==> src/rtl/udp_meta_pkg.sv <==
// Shared types for the UDP meta/payload framer.
// Length checking is enabled with `UDP_LEN_CHECK_EN.
package udp_meta_pkg;

  localparam int META_W = 176;
  localparam int HDR_KW = 64;

  localparam logic [HDR_KW-1:0] HDR_KEEP = {HDR_KW{1'b1}};

  typedef struct packed {
    logic [15:0]  len;
    logic [15:0]  my_port;
    logic [15:0]  their_port;
    logic [127:0] their_ip;
  } udp_meta_t;

  typedef enum logic {
    IDLE,
    PAYLOAD
  } fsm_state_e;

endpackage

==> src/rtl/axis_out_reg.sv <==
// Single-stage AXI4-Stream output register.
// Holds its contents while the consumer stalls.
module axis_out_reg #(
  parameter int DATA_W = 512,
  parameter int KEEP_W = DATA_W / 8
) (
  input  logic              clk,
  input  logic              rst_n,
  input  logic              s_valid,
  input  logic [DATA_W-1:0] s_data,
  input  logic [KEEP_W-1:0] s_keep,
  input  logic              s_last,
  output logic              load_en,
  output logic              m_valid,
  input  logic              m_ready,
  output logic [DATA_W-1:0] m_data,
  output logic [KEEP_W-1:0] m_keep,
  output logic              m_last
);

  assign load_en = !m_valid || m_ready;

  always_ff @(posedge clk or negedge rst_n) begin
    if (!rst_n) begin
      m_valid <= 1'b0;
      m_data  <= '0;
      m_keep  <= '0;
      m_last  <= 1'b0;
    end else if (load_en) begin
      m_valid <= s_valid;
      if (s_valid) begin
        m_data <= s_data;
        m_keep <= s_keep;
        m_last <= s_last;
      end
    end
  end

endmodule

==> src/rtl/axis_udp_meta_merge.sv <==
// Frames one UDP meta word plus its payload into a single AXI4-Stream.
// Optional length check: define `UDP_LEN_CHECK_EN.
module axis_udp_meta_merge
  import udp_meta_pkg::*;
#(
  parameter int DATA_W = 512,
  parameter int KEEP_W = DATA_W / 8
) (
  input  logic              aclk,
  input  logic              aresetn,
  input  logic              s_meta_valid,
  output logic              s_meta_ready,
  input  logic [META_W-1:0] s_meta_data,
  input  logic              s_data_tvalid,
  output logic              s_data_tready,
  input  logic [DATA_W-1:0] s_data_tdata,
  input  logic [KEEP_W-1:0] s_data_tkeep,
  input  logic              s_data_tlast,
  output logic              m_axis_tvalid,
  input  logic              m_axis_tready,
  output logic [DATA_W-1:0] m_axis_tdata,
  output logic [KEEP_W-1:0] m_axis_tkeep,
  output logic              m_axis_tlast,
  output logic              err_len
);

  fsm_state_e state;
  fsm_state_e state_nxt;

  udp_meta_t         meta;
  logic              run;
  logic              load_en;
  logic              meta_acc;
  logic              data_acc;
  logic              reg_valid;
  logic [DATA_W-1:0] reg_data;
  logic [KEEP_W-1:0] reg_keep;
  logic              reg_last;
  logic [DATA_W-1:0] hdr_data;

  assign meta     = s_meta_data;
  assign meta_acc = s_meta_valid && s_meta_ready;
  assign data_acc = s_data_tvalid && s_data_tready;

  // Readies stay low until the first clock after reset release.
  always_ff @(posedge aclk or negedge aresetn) begin
    if (!aresetn) run <= 1'b0;
    else          run <= 1'b1;
  end

  always_comb begin
    hdr_data = '0;
    hdr_data[META_W-1:0] = s_meta_data;
  end

  always_ff @(posedge aclk or negedge aresetn) begin
    if (!aresetn) state <= IDLE;
    else          state <= state_nxt;
  end

  always_comb begin
    state_nxt = state;
    unique case (state)
      IDLE:
        if (meta_acc && meta.len != 16'd0)
          state_nxt = PAYLOAD;
      PAYLOAD:
        if (data_acc && s_data_tlast)
          state_nxt = IDLE;
      default: state_nxt = IDLE;
    endcase
  end

  always_comb begin
    s_meta_ready  = 1'b0;
    s_data_tready = 1'b0;
    reg_valid     = 1'b0;
    reg_data      = s_data_tdata;
    reg_keep      = s_data_tkeep;
    reg_last      = s_data_tlast;
    unique case (1'b1)
      (state == IDLE): begin
        s_meta_ready = run && load_en;
        reg_valid    = s_meta_valid && run && load_en;
        reg_data     = hdr_data;
        reg_keep     = KEEP_W'(HDR_KEEP);
        reg_last     = (meta.len == 16'd0);
      end
      (state == PAYLOAD): begin
        s_data_tready = run && load_en;
        reg_valid     = s_data_tvalid && run && load_en;
      end
    endcase
  end

  axis_out_reg #(
    .DATA_W (DATA_W),
    .KEEP_W (KEEP_W)
  ) u_out (
    .clk     (aclk),
    .rst_n   (aresetn),
    .s_valid (reg_valid),
    .s_data  (reg_data),
    .s_keep  (reg_keep),
    .s_last  (reg_last),
    .load_en (load_en),
    .m_valid (m_axis_tvalid),
    .m_ready (m_axis_tready),
    .m_data  (m_axis_tdata),
    .m_keep  (m_axis_tkeep),
    .m_last  (m_axis_tlast)
  );

`ifdef UDP_LEN_CHECK_EN
  logic [15:0] byte_cnt;
  logic [15:0] byte_sum;
  logic [15:0] len_q;
  logic        err_q;

  function automatic logic [15:0] keep_bytes(
    input logic [KEEP_W-1:0] k
  );
    logic [15:0] n;
    n = '0;
    for (int i = 0; i < KEEP_W; i++)
      n = n + 16'(k[i]);
    return n;
  endfunction

  // Sum wraps modulo 2^16 by width.
  assign byte_sum = byte_cnt + keep_bytes(s_data_tkeep);

  always_ff @(posedge aclk or negedge aresetn) begin
    if (!aresetn) begin
      byte_cnt <= '0;
      len_q    <= '0;
      err_q    <= 1'b0;
    end else begin
      err_q <= 1'b0;
      if (meta_acc) begin
        len_q    <= meta.len;
        byte_cnt <= '0;
      end
      if (data_acc) begin
        if (s_data_tlast) begin
          byte_cnt <= '0;
          err_q    <= (byte_sum != len_q);
        end else begin
          byte_cnt <= byte_sum;
        end
      end
    end
  end

  assign err_len = err_q;
`else
  assign err_len = 1'b0;
`endif

endmodule
==> config.mk <==
export PLATFORM = sky130hd
export DESIGN_NAME = axis_udp_meta_merge
export DESIGN_NICKNAME = d
export VERILOG_FILES = /design/src/rtl/udp_meta_pkg.sv /design/src/rtl/axis_out_reg.sv /design/src/rtl/axis_udp_meta_merge.sv
export SDC_FILE = /design/constraint.sdc
export NUM_CORES = 1
export LEC_CHECK = 0
export ABC_AREA = 0
export BUFFER_PORTS_ARGS = -buffer_cell sky130_fd_sc_hd__buf_4
export CORE_AREA = 2 2 521 523
export CTS_CLUSTER_DIAMETER = 40
export DETAILED_ROUTE_END_ITERATION = 10
export DIE_AREA = 0 0 523 525
export HOLD_SLACK_MARGIN = 0.15
export PLACE_DENSITY = 0.3
export SLEW_MARGIN = 20
export SYNTH_ARGS = -nofsm -noshare
export SYNTH_HDL_FRONTEND = slang
export SYNTH_HIERARCHICAL = 1
export SYNTH_SLANG_ARGS = --single-unit
==> constraint.sdc <==
create_clock -name aclk -period 2.4 [get_ports aclk]
set_input_delay 0.12 -clock aclk [delete_from_list [all_inputs] [get_ports aclk]]
set_output_delay 0.12 -clock aclk [all_outputs]
set_load 0.02 [all_outputs]
==> run_results.csv <==
group,metric,value,unit
status,outcome,"finished, final reports clean",
layout,fillCellCount,29334,
clock_network,numClockSinks,580,
clock_network,cts_buffers,171,
layout,mostFrequentLayoutCell,"buf_4",
clock_network,clk_latency,0.80,ns
routing,drt-pass1-iter-count,4,
logic_synthesis,synth-seq-cells,580,
critical_path,end_kind,"flip-flop",
logic_synthesis,synthesis.area_per_instance,14.4,µm²
logic_synthesis,synth-simple-area-share,9.55,%
layout,drive_gt1_share,56.8,%
job,cap_violations,0,
logic_synthesis,synth_fa_ha_area_share,0,%
critical_path,path_class,"reg2reg",
sta,slew_headroom,49.0,%
layout,area_growth,105,%
routing,wl,173000,µm
sta,setup_viol_count_final,0,
logic_synthesis,netlist_area,27100,µm²
grt,track_usage,12.2,%
logic_synthesis,synth-xor-area-share,0,%
sta,worstMarginPinSlew,0.764,ns
grt,grt_pass1_wl,232000,µm
power,power.total,0.0726,W
critical_path,startpoint_type,"flip-flop",
logic_synthesis,syn-num-nets,2637,
clock_network,tritoncts,"yes",
place,gp_congestion,0.908,
power,p_leak,25.2,nW
floorplan,rows,191,
sta,drv_slew,0,
layout,final_cell_mix,"buf_4, dlygate4sd3_1, mux2_2, dfrtp_1, and2_1",
sta,setup_ws,0.0925,ns
clock_network,cts.htree.levels,4,
routing,wl_per_cell,22.0,µm
sta,skew,0.0834,ns
layout,num-nets-final,4933,
grt,grt_max_degree,168,
sta,tns,0,ns
floorplan,ioPinCount,1339,
grt,overflow,0,
power,ir_worst_vdd,0.607,mV
critical_path,worst-endpoint-required,3.09,ns
logic_synthesis,ys_seq_area_share,53.5,%
routing,vias,24597,
sta,rsz0062_at_grt,"false",
floorplan,die_w,523,µm
routing,drc,0,
logic_synthesis,ys_top_cells_by_area,"dfrtp_1, mux2_2, and2_1",
floorplan,core_area,269000,µm²
sta,finalHoldViolations,0,
clock_network,clkTransAtPathRegs,0.04,ns
routing,vias_per_cell,3.11,
clock_network,clockBufferDepth,4,
logic_synthesis,synth_cell_types,22,
logic_synthesis,synth_mux_area_share,32.5,%
sta,fmax,433,MHz
place,portBuffers,1337,
critical_path,cp_max_fo,67,
floorplan,dieArea,275000,µm²
worst_hold_path,hold_path.class,"in2reg",
layout,stdcell_area,55500,µm²
clock_network,cts_setup_buffers,0,
sta,min_period,2.31,ns
sta,min_period_over_period,96.1,%
clock_network,clock-root-buffer,"clkbuf_16",
logic_synthesis,synthDominantCellAreaShare,53.5,%
place,hpwl,138000,µm
floorplan,initial_utilization,10.1,%
logic_synthesis,synth_top_family_by_area,"multiplexers",
grt,grt_pass1_vias,27160,
logic_synthesis,synth_compound_gate_area_share,0.0877,%
logic_synthesis,yosysTopAreaCell,"dfrtp_1",
logic_synthesis,postSynthCellCount,1879,
logic_synthesis,yosys_warnings,6,
place,place_area,41500,µm²
grt,antenna_found_initial,122,
critical_path,cp.arrival,3.00,ns
power,power.density,1310,nW/µm²
critical_path,rrSetupSlack,0.09,ns
routing,drt_iter0_markers,701,
place,dp_slack,0.170,ns
floorplan,dieHeight,525,µm
routing,ant_nets,0,
sta,worst_hold_slack,0.228,ns
## through the flow
step | util [%] | cells
floorplan | - | 1879
global placement | 15.4 | 6738
detailed placement | 15.4 | 6738
CTS | 20.6 | 7863
global route | 20.6 | 7878
finish | 20.6 | 7897
## report_power, final
group	leakage [nW]	total [W]	internal [W]	switching, W
sequential	7.10	0.0176	0.0147	0.00290
combinational	15.4	0.0327	0.0154	0.0173
clock	2.78	0.0223	0.0154	0.00687
total	25.2	0.0726	0.0455	0.0271
## cells by family (layout without fill, tap and decap cells)
| family | Yosys count | in the layout |
|---|---|---|
| compound gates | 3 | 3 |
| buf+inv | 128 | 2542 |
| flops | 580 | 580 |
| mux | 753 | 753 |
| other cells | 2 | 36 |
| simple gates | 413 | 413 |
## Yosys cell counts
master / number
buf_8: 1
nor2_1: 1
and3_1: 1
buf_2: 33
nand2_1: 2
buf_6: 60
nand2b_1: 65
buf_12: 9
mux2_2: 666
buf_4: 10
a22o_1: 1
nor4_1: 4
nand2b_4: 1
mux2_4: 87
and2_1: 336
a32o_1: 1
clkbuf_1: 15
nand4_1: 2
dfrtp_1: 580
o21ai_0: 1
conb_1: 2
nand2_4: 1
## state kept, by name, indices dropped and copies added (netlist names)
signal	count
u_out/m_last	1
state	1
u_out/m_valid	1
u_out/m_data	512
run	1
u_out/m_keep	64
## layer usage
layer / global-route usage [%] / share of wire (%)
met1: 14.2 / 41
met2: 20.3 / 47
met3: 5.04 / 9.7
met4: 3.27 / 2.7
met5: 0 / 0.27
## worst max-delay path, cell delays in order (launching register included)
cell	delay, ns
dfrtp_4	0.45
buf_12	0.30
buf_16	0.37
o21ai_0	0.17
dlygate4sd3_1	0.59
mux2_2	0.26
## what timing repair did
item / 4_1_cts / 5_1_grt
hold buffers: 834 / 0
resized for setup: 0 / 1
endpoints found under the setup margin: 0 / 1
hold endpoints to repair: 1159 / 0
## area by class of cell
cell class	count	area, µm²	share of cell area, %
Sequential cell	580	14500	26.2
Timing Repair Buffer	2251	19400	35.0
Clock buffer	235	4900	8.83
Multi-Input combinational cell	1171	11400	20.6
Tap cell	3570	4470	8.05
Antenna cell	34	85.1	0.153
Clock inverter	56	677	1.22
## path summary, 6_finish.rpt
path / start / endpoint / cells after the start
hold / removal: s_data_tkeep[50] / u_out/m_keep[50] / 4
setup reg to reg: state / u_out/m_last / 5
hold reg to reg: u_out/m_data[418] / u_out/m_data[418] / 1
setup / recovery: state / u_out/m_last / 5
max in group asynchronous: aresetn / u_out/m_data[196] / 3
min in group asynchronous: aresetn / u_out/m_data[67] / 3
(Power assumes the default switching activity.)
